### config.mk
export PLATFORM = sky130hd
export DESIGN_NAME = input_conditioner_flat
export DESIGN_NICKNAME = d
export VERILOG_FILES = /design/src/rtl/input_conditioner_if.sv /design/src/rtl/input_conditioner.sv /design/src/flat_wrapper.sv
export SDC_FILE = /design/constraint.sdc
export NUM_CORES = 1
export LEC_CHECK = 0
export ABC_AREA = 1
export CORE_MARGIN = 2
export CORE_UTILIZATION = 35
export CTS_CLUSTER_DIAMETER = 50
export DETAILED_ROUTE_END_ITERATION = 10
export PLACE_DENSITY = 0.58
export SLEW_MARGIN = 20
export SYNTH_ARGS = -nofsm -noshare
export SYNTH_HDL_FRONTEND = slang
export SYNTH_SLANG_ARGS = --single-unit
### constraint.sdc
create_clock -name clk -period 2.75 [get_ports clk]
set_input_delay 0.825 -clock clk [delete_from_list [all_inputs] [get_ports clk]]
set_output_delay 0.825 -clock clk [all_outputs]
set_load 0.02 [all_outputs]
### src/rtl/input_conditioner_if.sv
`default_nettype none
// ============================================================================
//  Module   : input_conditioner_if
//  Brief    : Pin-level inputs and conditioned outputs of input_conditioner.
//  Revision : 1.0
// ============================================================================
interface input_conditioner_if #(
    parameter int WIDTH = 14
) ();
    logic [WIDTH-1:0] raw_i;
    logic [WIDTH-1:0] edge_en_i;
    logic [WIDTH-1:0] edge_clr_i;
    logic [WIDTH-1:0] stable_o;
    logic [WIDTH-1:0] rise_o;
    logic [WIDTH-1:0] fall_o;
    logic [WIDTH-1:0] edge_cap_o;
    logic             irq_o;

    modport master (
        output raw_i, edge_en_i, edge_clr_i,
        input  stable_o, rise_o, fall_o, edge_cap_o, irq_o
    );

    modport slave (
        input  raw_i, edge_en_i, edge_clr_i,
        output stable_o, rise_o, fall_o, edge_cap_o, irq_o
    );
endinterface
`default_nettype wire

### src/rtl/input_conditioner.sv
`default_nettype none
// ============================================================================
//  Module   : input_conditioner
//  Brief    : Per-bit synchronizer, debounce, polarity fix, edge pulses and
//             sticky CPU-clearable edge capture with registered interrupt.
//  Revision : 1.0
// ============================================================================
module input_conditioner #(
    parameter int               WIDTH           = 14,
    parameter int               SYNC_STAGES     = 2,
    parameter int               DEBOUNCE_CYCLES = 250000,
    parameter logic [WIDTH-1:0] INVERT_MASK     = 14'h3C00
) (
    input  wire logic          clk,
    input  wire logic          reset_n,
    input_conditioner_if.slave bus
);

    localparam int              CNT_W    = $clog2(DEBOUNCE_CYCLES + 1);
    localparam logic [CNT_W-1:0] CNT_LAST = CNT_W'(DEBOUNCE_CYCLES - 1);

    logic [WIDTH-1:0] sync_q [SYNC_STAGES];
    logic [WIDTH-1:0] level;
    logic [CNT_W-1:0] cnt_q  [WIDTH];
    logic [CNT_W-1:0] cnt_d  [WIDTH];
    logic [WIDTH-1:0] stable_q, stable_d;
    logic [WIDTH-1:0] rise_q, rise_d;
    logic [WIDTH-1:0] fall_q, fall_d;
    logic [WIDTH-1:0] cap_q, cap_d;
    logic             irq_q, irq_d;

    // Active-high view of the synchronized pins
    assign level = sync_q[SYNC_STAGES-1] ^ INVERT_MASK;

    always_comb begin
        stable_d = stable_q;
        rise_d   = '0;
        fall_d   = '0;
        for (int i = 0; i < WIDTH; i++) begin
            cnt_d[i] = '0;
            if (level[i] != stable_q[i]) begin
                if (cnt_q[i] == CNT_LAST) begin
                    stable_d[i] = level[i];
                    rise_d[i]   = level[i];
                    fall_d[i]   = ~level[i];
                end else begin
                    cnt_d[i] = cnt_q[i] + 1'b1;
                end
            end
        end
        // A pulse arriving together with a clear still leaves the bit set
        cap_d = (cap_q & ~bus.edge_clr_i) | rise_q | fall_q;
        irq_d = |(cap_q & bus.edge_en_i);
    end

    always_ff @(posedge clk or negedge reset_n) begin
        if (!reset_n) begin
            for (int k = 0; k < SYNC_STAGES; k++) begin
                sync_q[k] <= INVERT_MASK;
            end
            for (int i = 0; i < WIDTH; i++) begin
                cnt_q[i] <= '0;
            end
            stable_q <= '0;
            rise_q   <= '0;
            fall_q   <= '0;
            cap_q    <= '0;
            irq_q    <= 1'b0;
        end else begin
            sync_q[0] <= bus.raw_i;
            for (int k = 1; k < SYNC_STAGES; k++) begin
                sync_q[k] <= sync_q[k-1];
            end
            for (int i = 0; i < WIDTH; i++) begin
                cnt_q[i] <= cnt_d[i];
            end
            stable_q <= stable_d;
            rise_q   <= rise_d;
            fall_q   <= fall_d;
            cap_q    <= cap_d;
            irq_q    <= irq_d;
        end
    end

    assign bus.stable_o   = stable_q;
    assign bus.rise_o     = rise_q;
    assign bus.fall_o     = fall_q;
    assign bus.edge_cap_o = cap_q;
    assign bus.irq_o      = irq_q;

endmodule
`default_nettype wire

### src/flat_wrapper.sv
// flat-port wrapper written by rule: the top's interface ports become plain ports
module input_conditioner_flat 
#(
    parameter int               WIDTH           = 14,
    parameter int               SYNC_STAGES     = 2,
    parameter int               DEBOUNCE_CYCLES = 250000,
    parameter logic [WIDTH-1:0] INVERT_MASK     = 14'h3C00
)
  (clk, reset_n, bus_raw_i, bus_edge_en_i, bus_edge_clr_i, bus_stable_o, bus_rise_o, bus_fall_o, bus_edge_cap_o, bus_irq_o);
  input_conditioner_if #(.WIDTH(WIDTH)) bus_i ();
  input  wire logic clk;
  input  wire logic reset_n;
  input wire logic [$bits(bus_i.raw_i)-1:0] bus_raw_i;
  input wire logic [$bits(bus_i.edge_en_i)-1:0] bus_edge_en_i;
  input wire logic [$bits(bus_i.edge_clr_i)-1:0] bus_edge_clr_i;
  output wire logic [$bits(bus_i.stable_o)-1:0] bus_stable_o;
  output wire logic [$bits(bus_i.rise_o)-1:0] bus_rise_o;
  output wire logic [$bits(bus_i.fall_o)-1:0] bus_fall_o;
  output wire logic [$bits(bus_i.edge_cap_o)-1:0] bus_edge_cap_o;
  output wire logic [$bits(bus_i.irq_o)-1:0] bus_irq_o;
  assign bus_i.raw_i = bus_raw_i;
  assign bus_i.edge_en_i = bus_edge_en_i;
  assign bus_i.edge_clr_i = bus_edge_clr_i;
  assign bus_stable_o = bus_i.stable_o;
  assign bus_rise_o = bus_i.rise_o;
  assign bus_fall_o = bus_i.fall_o;
  assign bus_edge_cap_o = bus_i.edge_cap_o;
  assign bus_irq_o = bus_i.irq_o;
  input_conditioner #(.WIDTH(WIDTH), .SYNC_STAGES(SYNC_STAGES), .DEBOUNCE_CYCLES(DEBOUNCE_CYCLES), .INVERT_MASK(INVERT_MASK)) u_core (.clk(clk), .reset_n(reset_n), .bus(bus_i));
endmodule
==> results of run 1 <==
[final timing paths]
check                           slack [ns]                 to                     start
worst max-delay path                  0.22  bus_edge_cap_o[1]  u_core.bus.edge_cap_o[1]
worst min-delay path                  0.18  u_core.cnt_q[104]                   reset_n
worst max register to register        1.14  u_core.cnt_q[137]           u_core.level[6]
worst min register to register        0.34    u_core.level[8]         u_core.sync_q[22]
max in group asynchronous             1.79  u_core.sync_q[12]                   reset_n
min in group clk                      0.34    u_core.level[8]         u_core.sync_q[22]
[power by group through the flow]
| stage | Sequential, mW | Combinational [mW] | Clock, mW |
|---|---|---|---|
| after CTS | 5.10 | 0.395 | 6.82 |
| final | 5.10 | 0.377 | 6.57 |
| after floorplan | 5.18 | 0.159 | 0 |
| after global routing | 5.11 | 0.440 | 7.03 |
| after detailed placement | 5.19 | 0.391 | 0 |
| after global placement | 5.18 | 0.385 | 0 |
[synthesized netlist by cell type]
cell type and instances:
sky130_fd_sc_hd__nor2_2 62, sky130_fd_sc_hd__buf_2 1, sky130_fd_sc_hd__o21bai_1 7, sky130_fd_sc_hd__dfstp_2 8, sky130_fd_sc_hd__nand2_1 364, sky130_fd_sc_hd__xnor2_1 38
sky130_fd_sc_hd__a22o_1 1, sky130_fd_sc_hd__o21ai_1 11, sky130_fd_sc_hd__a221oi_1 2, sky130_fd_sc_hd__dfrtp_1 329, sky130_fd_sc_hd__nand4_1 23, sky130_fd_sc_hd__nor2_1 577
sky130_fd_sc_hd__and2_0 5, sky130_fd_sc_hd__inv_1 218, sky130_fd_sc_hd__nand2_2 40, sky130_fd_sc_hd__nand3_2 22, sky130_fd_sc_hd__nand3_1 175, sky130_fd_sc_hd__nor3_1 31
sky130_fd_sc_hd__o21ai_0 24, sky130_fd_sc_hd__nor2_4 17, sky130_fd_sc_hd__xor2_1 102, sky130_fd_sc_hd__nand2_4 5, sky130_fd_sc_hd__ha_1 14, sky130_fd_sc_hd__a21oi_1 37
sky130_fd_sc_hd__inv_2 15
[sequential cells by signal, summed over array words and instances (netlist names)]
register	cells
u_core.bus.irq_o	1
u_core.sync_q	18
u_core.bus.rise_o	14
u_core.cnt_q	252
u_core.level	10
u_core.bus.edge_cap_o	14
u_core.bus.fall_o	14
u_core.bus.stable_o	14
[per-stage QoR]
stage	area (um^2)	cells	worst slack [ns]	hold slack, ns	power, mW
6_report	20640	2942	0.2189	0.1809	12.05
5_1_grt	20630	2941	0.1564	0.1949	12.58
4_1_cts	20630	2941	0.1724	0.1691	12.31
3_5_place_dp	18900	2852	0.6150	0.3363	5.580
3_3_place_gp	18900	2852	0.6150	0.3324	5.569
2_1_floorplan	17010	2128	1.417	0.3312	5.334
[metal layers]
layer | GRT usage, % | up-vias
met5 | 0 | -
met4 | 5.298 | 2
li1 | - | 6955
met1 | 20.39 | 6273
met3 | 2.743 | 62
met2 | 24.08 | 225
[layout make-up]
class | count | area, um^2
Sequential cell | 337 | 8443
Timing Repair Buffer | 110 | 1131
Fill cell | 4776 | 27210
Clock inverter | 27 | 364.1
Tap cell | 615 | 769.5
Inverter | 233 | 874.6
Multi-Input combinational cell | 1557 | 7685
Antenna cell | 1 | 2.502
Clock buffer | 62 | 1368
[cell families (layout without fill, tap and decap cells)]
family                     count (synthesis)  after routing
AOI/OAI and AO/OA                         82             82
xor gates and xnor gates                 140            140
adders and majority gates                 14             14
buffers and inverters                    234            432
DFF                                      337            337
other                                      0              1
and+or+nand+nor                         1321           1321
==> impl_results.html, run 1 <==
<table>
<tr><th>Metric</th><th>Value</th></tr>
<tr><th colspan="2">Run status</th></tr>
<tr><td>Result of the run</td><td>completed</td></tr>
<tr><th colspan="2">Yosys</th></tr>
<tr><td>Largest family of logic cells by synthesized area</td><td>simple AND/OR/NAND/NOR gates</td></tr>
<tr><td>Synth Area per Inst</td><td>7.992 um^2</td></tr>
<tr><td>Synth Area in Compound Gates</td><td>between 2 and 3%</td></tr>
<tr><td>Post-synthesis share of cell area spent on full adders, half adders and majority gates</td><td>1.030%</td></tr>
<tr><td>Largest cells by area after synthesis</td><td>sky130_fd_sc_hd__dfrtp_1 48%, sky130_fd_sc_hd__nor2_1 13%, sky130_fd_sc_hd__nand2_1 8.0%</td></tr>
<tr><td>Sequential share of the synthesized area</td><td>49.64%</td></tr>
<tr><td>Syn Std Cell Area</td><td>between 15,000 and 20,000 um^2</td></tr>
<tr><td>Synth Area in XOR/XNOR</td><td>7.210%</td></tr>
<tr><td>Cell type with the largest total area after synthesis</td><td>sky130_fd_sc_hd__dfrtp_1</td></tr>
<tr><td>Post-synthesis instance total</td><td>approximately 2,100</td></tr>
<tr><td>Share of synthesized area spent on multiplexers</td><td>0%</td></tr>
<tr><td>Net count after synthesis</td><td>2,186</td></tr>
<tr><td>Count of unique library cells instantiated by Yosys</td><td>25</td></tr>
<tr><td>Post-synthesis simple-gate area fraction</td><td>around 34%</td></tr>
<tr><td>Yosys warnings</td><td>0</td></tr>
<tr><td>Post-synthesis sequential element count</td><td>337</td></tr>
<tr><td>Fraction of synthesized cell area taken by the top area cell type</td><td>about half</td></tr>
<tr><th colspan="2">Clock tree</th></tr>
<tr><td>Cell at the root of the clock tree</td><td>sky130_fd_sc_hd__clkbuf_16</td></tr>
<tr><td>Maximum buffer depth of the clock tree</td><td>3</td></tr>
<tr><td>Clock transition at path regs</td><td>roughly 0.060 ns</td></tr>
<tr><td>Worst-Skew Late Latency</td><td>between 0.5 and 0.6 ns</td></tr>
<tr><td>Cells resized by post-CTS repair</td><td>0</td></tr>
<tr><td>CTS sink cnt</td><td>337</td></tr>
<tr><td>Number of levels in the clock H-tree</td><td>2</td></tr>
<tr><td>Number of buffers added for setup after CTS</td><td>0</td></tr>
<tr><td>CTS Buf Count</td><td>about 50</td></tr>
<tr><td>Hold bufs inserted after CTS</td><td>0</td></tr>
<tr><td>TritonCTS clock tree</td><td>done</td></tr>
<tr><th colspan="2">Power and ir drop</th></tr>
<tr><td>Worst-case vdd ir drop</td><td>0.0004760 V</td></tr>
<tr><td>Switching Share</td><td>about 22%</td></tr>
<tr><td>Switching component of the power</td><td>2.676 mW</td></tr>
<tr><td>Power share of the sequential group</td><td>around 42%</td></tr>
<tr><td>Power density cells</td><td>approximately 580 nW/um^2</td></tr>
<tr><td>Static power due to leakage</td><td>8.644 nW</td></tr>
<tr><td>Proportion of power drawn by combinational gates</td><td>about 3.1%</td></tr>
<tr><td>Cell-internal power</td><td>roughly 9.4 mW</td></tr>
<tr><td>Proportion of power drawn by the clock network</td><td>54.5%</td></tr>
<tr><th colspan="2">Timing</th></tr>
<tr><td>Minimum clock period after layout</td><td>2.531 ns</td></tr>
<tr><td>Setup total negative slack</td><td>0 ns</td></tr>
<tr><td>Slew Limit Headroom</td><td>roughly three fifths</td></tr>
<tr><td>Count of final setup violators</td><td>0</td></tr>
<tr><td>Fin Clk Skew</td><td>0.009022 ns</td></tr>
<tr><td>Slew at the pin closest to its max-slew limit</td><td>slightly below 0.6 ns</td></tr>
<tr><td>Final max-slew violation count</td><td>0</td></tr>
<tr><td>RSZ-0062 raised after global routing</td><td>false</td></tr>
<tr><td>Final count of hold timing violations</td><td>0</td></tr>
<tr><td>Max Freq</td><td>around 400 MHz</td></tr>
<tr><td>Period utilisation layout</td><td>92.04%</td></tr>
<tr><th colspan="2">Finish</th></tr>
<tr><td>Fin nets</td><td>roughly 2,300</td></tr>
<tr><td>Fraction of final layout cells sized beyond drive strength 1</td><td>a little under an eighth</td></tr>
<tr><td>Most common cell after layout, fill and taps aside</td><td>sky130_fd_sc_hd__nor2_1</td></tr>
<tr><td>Area growth from synthesis to final layout</td><td>21.34%</td></tr>
<tr><td>Most frequent cells in the layout</td><td>577 x sky130_fd_sc_hd__nor2_1, 364 x sky130_fd_sc_hd__nand2_1, 329 x sky130_fd_sc_hd__dfrtp_1</td></tr>
<tr><td>Post-layout utilization of the core</td><td>a little over two fifths</td></tr>
<tr><th colspan="2">Placed design</th></tr>
<tr><td>Final RePlAce weighted congestion</td><td>~0.89</td></tr>
<tr><td># port buffers</td><td>100</td></tr>
<tr><td>Detail Placement HPWL</td><td>25.70 mm</td></tr>
<tr><th colspan="2">Drt</th></tr>
<tr><td>Vias post-DR</td><td>13,517</td></tr>
<tr><td>Total met3 wirelength after detailed routing</td><td>roughly 1.6 mm</td></tr>
<tr><td>Post-route met1 wirelength</td><td>17.54 mm</td></tr>
<tr><td>Post-detailed-route count of antenna-violating nets</td><td>0</td></tr>
<tr><td>Number of detailed-routing iterations run before antenna repair</td><td>7</td></tr>
<tr><td>Number of design-rule violations left by the first detailed-router iteration</td><td>approximately 710</td></tr>
<tr><td>DR WL met2</td><td>around 16 mm</td></tr>
<tr><td>Average wire per cell in the routed design</td><td>about 12 um</td></tr>
<tr><td>Sum of routed wire length over all layers</td><td>about 36 mm</td></tr>
<tr><td>Via/cell ratio</td><td>roughly 4.6</td></tr>
<tr><td>Total DRC errors in the routed layout</td><td>0</td></tr>
<tr><td>Highest metal layer with signal wires</td><td>met5</td></tr>
<tr><th colspan="2">Global route</th></tr>
<tr><td>First-pass GRT wire length</td><td>~63 mm</td></tr>
<tr><td>Global routing usage summed across all routing layers</td><td>approximately 15%</td></tr>
<tr><td>Overall overflow remaining after global route</td><td>0</td></tr>
<tr><td>Pin count of the biggest net entering global routing</td><td>70</td></tr>
<tr><td>Number of antenna violations at the first check in global routing</td><td>2</td></tr>
<tr><td>Via count of the first global-routing pass</td><td>13,387</td></tr>
<tr><th colspan="2">Floorplanning</th></tr>
<tr><td>Top-level I/O count</td><td>slightly above 100</td></tr>
<tr><td>Number of placement rows</td><td>80</td></tr>
<tr><td>Core area</td><td>~48,000 um^2</td></tr>
<tr><td>Die Outline Area</td><td>around 50,000 um^2</td></tr>
<tr><td>Width of the die</td><td>about 220 um</td></tr>
<tr><td>Initial core utilization</td><td>between 30% and 40%</td></tr>
<tr><td>Vertical die dimension</td><td>around 220 um</td></tr>
<tr><th colspan="2">Worst setup path</th></tr>
<tr><td>Endpoint kind of the worst setup timing path</td><td>primary output</td></tr>
<tr><td>Crit path cell chain</td><td>clkdlybuf4s50_1</td></tr>
<tr><td>CP max-delay cell</td><td>sky130_fd_sc_hd__clkdlybuf4s50_1</td></tr>
<tr><td>Number of stages on the worst setup path</td><td>1</td></tr>
<tr><td>Worst endpoint data arrival time</td><td>1.71 ns</td></tr>
<tr><td>Max stage delay on crit path</td><td>between 0.6 and 0.7 ns</td></tr>
<tr><td>Reg2Reg Depth</td><td>6</td></tr>
<tr><td>Required time reported for the critical path endpoint</td><td>between 1.5 and 2 ns</td></tr>
<tr><td>Crit start category</td><td>flip-flop</td></tr>
<tr><td>Setup CP Type</td><td>flip-flop to primary output</td></tr>
<tr><td>Cell family with most CP delay</td><td>buffers and inverters</td></tr>
<tr><td>Largest fanout on the critical path</td><td>3</td></tr>
<tr><td>CP Buf/Inv Count</td><td>1</td></tr>
<tr><th colspan="2">Min path</th></tr>
<tr><td>Min-delay worst type</td><td>input pin to async pin</td></tr>
<tr><th colspan="2">Job</th></tr>
<tr><td>Max Cap Violations</td><td>0</td></tr>
</table>
No activity file was read; power rests on OpenSTA's default activity.
==> inputs of run 2 (changes only) <==
Settings changed: CELL_PAD_IN_SITES_DETAIL_PLACEMENT set to 1, CELL_PAD_IN_SITES_GLOBAL_PLACEMENT set to 1, CORE_MARGIN 2 to not set, PLACE_DENSITY 0.58 to 0.71, SLEW_MARGIN 20 to not set.
==> impl_results.html, run 2 (synthesis results as in run 1) <==
<table>
<tr><th>Metric</th><th>Value</th></tr>
<tr><th colspan="2">Clock tree</th></tr>
<tr><td>TritonCTS clock tree</td><td>done (unchanged)</td></tr>
<tr><td>Clock transition at path regs</td><td>0.06 ns (about the same)</td></tr>
<tr><td>Number of levels in the clock H-tree</td><td>2 (unchanged)</td></tr>
<tr><td>Hold bufs inserted after CTS</td><td>0 (unchanged)</td></tr>
<tr><td>CTS Buf Count</td><td>51 (was 49)</td></tr>
<tr><td>Number of buffers added for setup after CTS</td><td>0 (unchanged)</td></tr>
<tr><td>Cell at the root of the clock tree</td><td>sky130_fd_sc_hd__clkbuf_16 (unchanged)</td></tr>
<tr><td>Maximum buffer depth of the clock tree</td><td>3 (unchanged)</td></tr>
<tr><td>Worst-Skew Late Latency</td><td>0.57 ns (about the same)</td></tr>
<tr><td>Cells resized by post-CTS repair</td><td>0 (unchanged)</td></tr>
<tr><td>CTS sink cnt</td><td>337 (unchanged)</td></tr>
<tr><th colspan="2">Timing</th></tr>
<tr><td>Final max-slew violation count</td><td>0 (unchanged)</td></tr>
<tr><td>Final count of hold timing violations</td><td>0 (unchanged)</td></tr>
<tr><td>Setup total negative slack</td><td>0 ns (unchanged)</td></tr>
<tr><td>RSZ-0062 raised after global routing</td><td>false (unchanged)</td></tr>
<tr><td>Fin Clk Skew</td><td>0.01054 ns (was 0.009022 ns)</td></tr>
<tr><td>Minimum clock period after layout</td><td>2.622 ns (was 2.531 ns)</td></tr>
<tr><td>Count of final setup violators</td><td>0 (unchanged)</td></tr>
<tr><td>Slew at the pin closest to its max-slew limit</td><td>0.5632 ns (was 0.5901 ns)</td></tr>
<tr><td>Slew Limit Headroom</td><td>62.32% (was 60.51%)</td></tr>
<tr><td>Period utilisation layout</td><td>95.35% (was 92.04%)</td></tr>
<tr><td>Max Freq</td><td>381.4 MHz (was 395.1 MHz)</td></tr>
<tr><th colspan="2">Global route</th></tr>
<tr><td>Overall overflow remaining after global route</td><td>0 (unchanged)</td></tr>
<tr><td>Met1 Usage GRT</td><td>22.39% (was 20.39%)</td></tr>
<tr><td>Pin count of the biggest net entering global routing</td><td>62 (was 70)</td></tr>
<tr><td>First-pass GRT wire length</td><td>72.48 mm (was 63.03 mm)</td></tr>
<tr><td>Global routing usage summed across all routing layers</td><td>17.59% (was 15.01%)</td></tr>
<tr><td>Met2 global-route usage</td><td>30.54% (was 24.08%)</td></tr>
<tr><td>Met3 track demand over resource in global routing</td><td>3.266% (was 2.743%)</td></tr>
<tr><td>Layer with the highest usage after global routing</td><td>met2 (unchanged)</td></tr>
<tr><td>Number of antenna violations at the first check in global routing</td><td>2 (unchanged)</td></tr>
<tr><td>Via count of the first global-routing pass</td><td>15,180 (was 13,387)</td></tr>
<tr><th colspan="2">Worst setup path</th></tr>
<tr><td>Required time reported for the critical path endpoint</td><td>1.93 ns (about the same)</td></tr>
<tr><td>Endpoint of the lowest-slack register-to-register path</td><td>u_core.cnt_q[137] (unchanged)</td></tr>
<tr><td>Max stage delay on crit path</td><td>0.68 ns (was 0.66 ns)</td></tr>
<tr><td>R2R Setup Slk</td><td>1.09 ns (was 1.14 ns)</td></tr>
<tr><td>Crit path cell chain</td><td>clkdlybuf4s50_1 (unchanged)</td></tr>
<tr><td>Critical R2R Launch</td><td>u_core.level[6] (unchanged)</td></tr>
<tr><td>Crit start category</td><td>flip-flop (unchanged)</td></tr>
<tr><td>Reg2Reg Depth</td><td>6 (unchanged)</td></tr>
<tr><td>Setup CP Type</td><td>flip-flop to primary output (unchanged)</td></tr>
<tr><td>Cell family with most CP delay</td><td>buffers and inverters (unchanged)</td></tr>
<tr><td>CP max-delay cell</td><td>sky130_fd_sc_hd__clkdlybuf4s50_1 (unchanged)</td></tr>
<tr><td>Worst endpoint data arrival time</td><td>1.80 ns (was 1.71 ns)</td></tr>
<tr><td>CP Buf/Inv Count</td><td>1 (unchanged)</td></tr>
<tr><td>Endpoint kind of the worst setup timing path</td><td>primary output (unchanged)</td></tr>
<tr><td>Largest fanout on the critical path</td><td>3 (unchanged)</td></tr>
<tr><th colspan="2">Job</th></tr>
<tr><td>Max Cap Violations</td><td>0 (unchanged)</td></tr>
<tr><th colspan="2">Floorplanning</th></tr>
<tr><td>Number of placement rows</td><td>80 (unchanged)</td></tr>
<tr><td>Die Outline Area</td><td>49,480 um^2 (was 50,370 um^2)</td></tr>
<tr><td>Top-level I/O count</td><td>101 (unchanged)</td></tr>
<tr><td>Initial core utilization</td><td>35.55% (unchanged)</td></tr>
<tr><td>Width of the die</td><td>222.4 um (was 224.4 um)</td></tr>
<tr><td>Vertical die dimension</td><td>222.4 um (was 224.4 um)</td></tr>
<tr><td>Core area</td><td>47,850 um^2 (unchanged)</td></tr>
<tr><th colspan="2">Finish</th></tr>
<tr><td>Fin nets</td><td>2,350 (was 2,346)</td></tr>
<tr><td>Most frequent cells in the layout</td><td>577 x sky130_fd_sc_hd__nor2_1, 364 x sky130_fd_sc_hd__nand2_1, 329 x sky130_fd_sc_hd__dfrtp_1 (unchanged)</td></tr>
<tr><td>Area growth from synthesis to final layout</td><td>21.78% (was 21.34%)</td></tr>
<tr><td>Register with the highest flop count</td><td>u_core.cnt_q (unchanged)</td></tr>
<tr><td>Largest registers ranked by flip-flop count</td><td>u_core.cnt_q x252, u_core.sync_q x18 (unchanged)</td></tr>
<tr><td>Post-layout utilization of the core</td><td>43.29% (was 43.13%)</td></tr>
<tr><td>Most common cell after layout, fill and taps aside</td><td>sky130_fd_sc_hd__nor2_1 (unchanged)</td></tr>
<tr><td>Max reg flops</td><td>252 (unchanged)</td></tr>
<tr><td>Count of inserted antenna diode cells</td><td>0 (was 1)</td></tr>
<tr><td>Count of filler cells inserted in the layout</td><td>5,788 (was 4,776)</td></tr>
<tr><td>Fraction of final layout cells sized beyond drive strength 1</td><td>11.62% (was 11.31%)</td></tr>
<tr><th colspan="2">Drt</th></tr>
<tr><td>Average wire per cell in the routed design</td><td>14.15 um (was 12.33 um)</td></tr>
<tr><td>Via/cell ratio</td><td>4.774 (was 4.594)</td></tr>
<tr><td>Total DRC errors in the routed layout</td><td>0 (unchanged)</td></tr>
<tr><td>Number of design-rule violations left by the first detailed-router iteration</td><td>596 (was 709)</td></tr>
<tr><td>Number of detailed-routing iterations run before antenna repair</td><td>4 (was 7)</td></tr>
<tr><td>Sum of routed wire length over all layers</td><td>41.71 mm (was 36.28 mm)</td></tr>
<tr><td>Post-detailed-route count of antenna-violating nets</td><td>0 (unchanged)</td></tr>
<tr><td>Vias post-DR</td><td>14,070 (was 13,517)</td></tr>
<tr><th colspan="2">Placed design</th></tr>
<tr><td># port buffers</td><td>100 (unchanged)</td></tr>
<tr><td>Final RePlAce weighted congestion</td><td>0.8242 (was 0.8919)</td></tr>
<tr><td>Detail Placement HPWL</td><td>30.88 mm (was 25.70 mm)</td></tr>
<tr><th colspan="2">Min path</th></tr>
<tr><td>Min-delay worst type</td><td>input pin to async pin (unchanged)</td></tr>
<tr><th colspan="2">Power and ir drop</th></tr>
<tr><td>Sum of internal, switching and leakage power</td><td>12.10 mW (was 12.05 mW)</td></tr>
<tr><td>Worst-case vdd ir drop</td><td>0.0004391 V (was 0.0004760 V)</td></tr>
<tr><td>Power density cells</td><td>584.2 nW/um^2 (was 583.8 nW/um^2)</td></tr>
<tr><td>Static power due to leakage</td><td>8.686 nW (was 8.644 nW)</td></tr>
<tr><th colspan="2">Run status</th></tr>
<tr><td>Result of the run</td><td>completed (unchanged)</td></tr>
</table>
## run 2: cell count changes in the layout (fill, tap and decap cells not counted)
cell	change
sky130_fd_sc_hd__buf_12	+3
sky130_fd_sc_hd__clkbuf_16	+2
sky130_fd_sc_hd__clkinv_2	+3
sky130_fd_sc_hd__inv_6	-1
sky130_fd_sc_hd__clkbuf_8	-1
sky130_fd_sc_hd__buf_4	-1
sky130_fd_sc_hd__diode_2	-1
sky130_fd_sc_hd__bufinv_16	-2
sky130_fd_sc_hd__inv_8	+2
sky130_fd_sc_hd__clkbuf_1	-2
sky130_fd_sc_hd__clkinv_4	+3
## run 2: through the flow
step	hold WS [ns]	cell area [um^2]	setup WS (ns)	cells
floorplan	0.3312	17010	1.417	2128
global placement	0.3340	18960	0.6042	2854
detailed placement	0.3363	18960	0.5941	2854
CTS	0.1694	20710	0.05427	2947
global route	0.1904	20710	0.03060	2947
finish	0.1719	20710	0.1278	2947
## run 2: worst max path at each step
stage	startpoint	endpoint	depth (start not counted)
floorplan	bus_edge_en_i[5]	u_core.bus.irq_o	4
global placement	bus_edge_en_i[5]	u_core.bus.irq_o	5
detailed placement	bus_edge_en_i[4]	u_core.bus.irq_o	5
CTS	u_core.bus.edge_cap_o[1]	bus_edge_cap_o[1]	1
global route	u_core.bus.edge_cap_o[1]	bus_edge_cap_o[1]	1
finish	u_core.bus.edge_cap_o[1]	bus_edge_cap_o[1]	1
## run 2: metal layers
| layer | up-vias | part of all wire, % |
|---|---|---|
| li1 | 6976 | - |
| met1 | 6878 | 46 |
| met2 | 159 | 48 |
| met3 | 57 | 3.6 |
| met4 | 0 | 1.9 |
| met5 | - | 0 |
## run 2: layout make-up
type	count	area [um^2]	area share, %
flip-flops and latches	337	8443	40.77
multi-input cells	1557	7685	37.11
clock buffers	61	1396	6.742
repair buffers	112	1184	5.715
inverters	233	874.6	4.223
well taps	615	769.5	3.715
clock inverters	32	359.1	1.734
## run 2: power by group
part           total (mW)  internal [mW]  switching, mW
Clock                6.60           4.13           2.47
Sequential           5.11           5.04         0.0667
Combinational       0.398          0.146          0.252
Total                12.1           9.31           2.79
==> variant 1: new RTL, flow settings as in run 2 <==
`SYNC_STAGES` is set to 2 in 2 places; all go to 1.
--- a/src/rtl/input_conditioner.sv
+++ b/src/rtl/input_conditioner.sv
@@ -8,5 +8,5 @@
 module input_conditioner #(
     parameter int               WIDTH           = 14,
-    parameter int               SYNC_STAGES     = 2,
+    parameter int               SYNC_STAGES     = 1,
     parameter int               DEBOUNCE_CYCLES = 250000,
     parameter logic [WIDTH-1:0] INVERT_MASK     = 14'h3C00
--- a/src/flat_wrapper.sv
+++ b/src/flat_wrapper.sv
@@ -3,5 +3,5 @@
 #(
     parameter int               WIDTH           = 14,
-    parameter int               SYNC_STAGES     = 2,
+    parameter int               SYNC_STAGES     = 1,
     parameter int               DEBOUNCE_CYCLES = 250000,
     parameter logic [WIDTH-1:0] INVERT_MASK     = 14'h3C00
Function: same outputs for any inputs over 10 cycles, from zero or initial values and one cycle with reset_n low; that may be too few to reach the edited logic, so the function may still have changed.
==> variant 1 against run 2 <==
The flow now finishes with violations (design-rule violations); routed wire length down 1.8%; worst setup slack better by 77 ps; worst hold slack better by 3.8 ps; area after synthesis down 2.1%; total power down 5.9%; sequential cell count down 14; design area down 2.6%; critical path type unchanged; largest cell class unchanged; largest power group unchanged; highest routed layer is now met5.
==> variant 1: results (changes against run 2) <==
worst_setup_path:
  startpoint: "u_core.bus.edge_cap_o[6]$_DFF_PN0_"
  critPathArrivalTime_ps: 1720  # -80 ps
  critPathMaxStageDelay_ps: 660  # -20 ps
  r2r_setup_slack_ps: 930  # -160 ps
  r2r_cells: 5  # -1
  r2r-end: "u_core.bus.rise_o[11]$_DFF_PN0_"
route:
  totalWireLength_um: 41000  # -1.8%
  drt_iter0_markers: 592  # -0.67%
  routed_via_density: 4.79  # +0.37%
  drc: 8  # +8
  top_layer: "met5"
  firstDrtPassIters: 7  # +3
  wl_met3_um: 1530  # +2.9%
sta:
  fin_hold_ws_ps: 176  # +3.79 ps
  period_minus_slack_ps: 2550  # -77.2 ps
  skew_ps: 26.0  # +15.5 ps
  relSlewSlack: 0.545  # -0.0778
layout:
  nets: 2331  # -0.81%
  drive_above_1_share: 0.112  # -0.00385
run_status:
  status: "finished, violations left"
  violations: "design-rule violations"
yosys:
  synthesis.nets: 2172  # -0.64%
  ys_seq_area_frac: 0.486  # -0.0107
  synth_area_leaders: "dfrtp_1 48%, nor2_1 13%, nand2_1 8.2%"
  synthTopCellsByCount: "577 x nor2_1, 364 x nand2_1, 319 x dfrtp_1"
placed_design:
  dp_hpwl_um: 30400  # -1.7%
  dp_slack_ps: 648  # +54.0 ps
  placed_area_um2: 18500  # -2.2%
  gp_congestion: 0.828  # +0.41%
grt:
  grt_pass1_vias: 14652  # -3.5%
  use_met1: 0.229  # +0.00530
  grt_pass1_wl_um: 70600  # -2.6%
  globalRouteMet3Util: 0.0360  # +0.00336
power_and_ir_drop:
  max-vdd-ir-drop_v: 0.000380  # -13%
  p_leak_nw: 8.45  # -2.8%
==> variant 1: kinds of logic after synthesis <==
logic type	synth area share
and+or+nand+nor	0.351
DFF	0.486
buffers and inverters	0.0528
xor gates and xnor gates	0.0736
AOI/OAI and AO/OA	0.0264
adders and majority gates	0.0105
==> variant 1: through the flow <==
stage,utilization,instances
final,0.431,2921
after global routing,0.431,2921
after CTS,0.431,2921
after detailed placement,0.396,2829
after global placement,0.396,2829
after floorplan,-,2114
==> variant 1: power breakdown <==
part           switching (mW)  internal, mW
registers              0.0618          4.82
clock network            2.37          3.75
logic                   0.243         0.137
total                    2.68          8.71
==> variant 1: final cells by class <==
type	count	area [um2]	share of cell area
clock inverter	26	230	0.0114
tap	607	759	0.0376
inverter	233	875	0.0434
multi-input combinational	1557	7680	0.381
clock buffer	66	1410	0.0700
sequential	323	8090	0.401
timing repair buffer	109	1120	0.0557
==> variant 2: new RTL, flow settings as in run 2 <==
Without the edit above. Reset style: synchronous (`reset_n`), changed in one clocked block.
--- a/src/rtl/input_conditioner.sv
+++ b/src/rtl/input_conditioner.sv
@@ -54,5 +54,5 @@
     end
 
-    always_ff @(posedge clk or negedge reset_n) begin
+    always_ff @(posedge clk) begin
         if (!reset_n) begin
             for (int k = 0; k < SYNC_STAGES; k++) begin
Formal check against the unedited RTL: same outputs for any inputs over 4 cycles, from zero or initial values and one cycle with reset_n low; that may be too few to reach the edited logic, so the function may still have changed.
==> variant 2 against run 2 <==
Routed wire length shrank 1.2%; sequential share of layout area decreased by 5.5 points; via count grew 4.4%; non-clock buffer count is 10 lower; design area decreased by 7.7%; sequential cell count unchanged; worst hold slack gained 240 ps; area after synthesis down 6.2%; count of clock-buffer cells in the layout decreased by 4; worst setup slack improved by 110 ps; largest cell class is now multi-input gates.
Power is not compared: it rests on default switching activity, and its combinational part moved more than twofold at a synthesized area within 25%.
==> variant 2: results (changes against run 2) <==
yosys:
  synthTopCellsByCount: "629 x nand2_1, 495 x nor2_1, 337 x dfxtp_1"
  ys_seq_area_frac: 0.423  # -0.0737
  syn_avg_cell_area_um2: 6.72  # -16%
  synth_cell_type_count: 39  # +56%
  ys.flop_type: "dfxtp_1"
  ys_async_sr_fraction: 0  # -1.00
  synthesis.nets: 2432  # +11%
placed_design:
  gp_congestion: 0.827  # +0.33%
  dp_hpwl_um: 30700  # -0.74%
  dp.cells: 3047  # +6.8%
  dp_slack_ps: 575  # -18.9 ps
  placed_area_um2: 17600  # -7.4%
grt:
  grtUsageTotal: 0.182  # +0.00618
  grt_pass1_vias: 15317  # +0.90%
  grt_max_degree: 38  # -39%
  antenna_found_initial: 0  # -2
  grt_pass1_wl_um: 71200  # -1.8%
sta:
  fin_hold_ws_ps: 411  # +239 ps
  max_slew.worst_pin.slew_ps: 652  # +88.7 ps
route:
  wl_per_cell_um: 13.2  # -6.9%
  routed_via_density: 4.69  # -1.7%
  firstDrtPassIters: 6  # +2
  drt_iter0_markers: 517  # -13%
layout:
  nets: 2560  # +8.9%
  reg_top3: "u_core.cnt_q x252, u_core.sync_q x28"
  final_cells: 3129  # +6.2%
  drive_above_1_share: 0.0694  # -0.0468
hold_path:
  holdCritPathClass: "reg -> reg"
cts:
  clk_pin_slew_worst_paths_ps: 50
worst_setup_path:
  critPathArrivalTime_ps: 1690  # -110 ps
  r2r_cells: 8  # +2
  r2r_setup_slack_ps: 970  # -120 ps
  r2r-end: "u_core.cnt_q[0][201]$_SDFF_PP0_"
  r2r-start: "u_core.cnt_q[0][198]$_SDFF_PP0_"
run_status:
  status: "finished clean"
power_and_ir_drop:
  p_total_mw: 11.2
==> variant 2: cell count changes in the layout (fill, tap and decap cells not counted), sizes merged, moves of 25 or more <==
cell	delta
nor2	-136
dfrtp	-329
inv	+76
xor2	-33
nand2	+234
xnor2	-25
or2	+36
nand3	-67
dfxtp	+337
a21oi	+90
==> variant 2: layer usage <==
layer | track usage | vias up | wire length, um
met5 | 0 | - | 0
met4 | 0.0492 | 0 | 773
met3 | 0.0406 | 58 | 1590
met2 | 0.316 | 158 | 19400
met1 | 0.225 | 6878 | 19400
li1 | - | 7595 | -
==> variant 2: worst max path at each step <==
stage / start / to / slack, ps / depth (start not counted)
after global placement: reset_n / u_core.bus.edge_cap_o[7]$_SDFF_PN0_ / 600 / 5
after floorplan: reset_n / u_core.cnt_q[0][151]$_SDFF_PP0_ / 1050 / 7
after global routing: u_core.bus.edge_cap_o[8]$_SDFF_PN0_ / bus_edge_cap_o[8] / 160 / 1
after detailed placement: reset_n / u_core.cnt_q[0][165]$_SDFF_PP0_ / 580 / 6
after CTS: u_core.bus.edge_cap_o[8]$_SDFF_PN0_ / bus_edge_cap_o[8] / 170 / 1
final: u_core.bus.edge_cap_o[8]$_SDFF_PN0_ / bus_edge_cap_o[8] / 230 / 1
==> variant 2: kinds of logic (layout without fill, tap and decap cells) <==
logic type,Yosys count,after routing,share of synthesized area
AOI/OAI and AO/OA,192,192,0.0657
xor gates and xnor gates,82,82,0.0450
buffers and inverters,330,493,0.0835
adders and majority gates,14,14,0.0110
DFF,337,337,0.423
and+or+nand+nor,1419,1419,0.372
==> variant 2: cell type report <==
type	count	area, um2
inverter	309	1160
tap	592	741
multi-input combinational	1707	7880
clock inverter	25	298
timing repair buffer	102	1020
fill	5751	25500
clock buffer	57	1260
sequential	337	6750
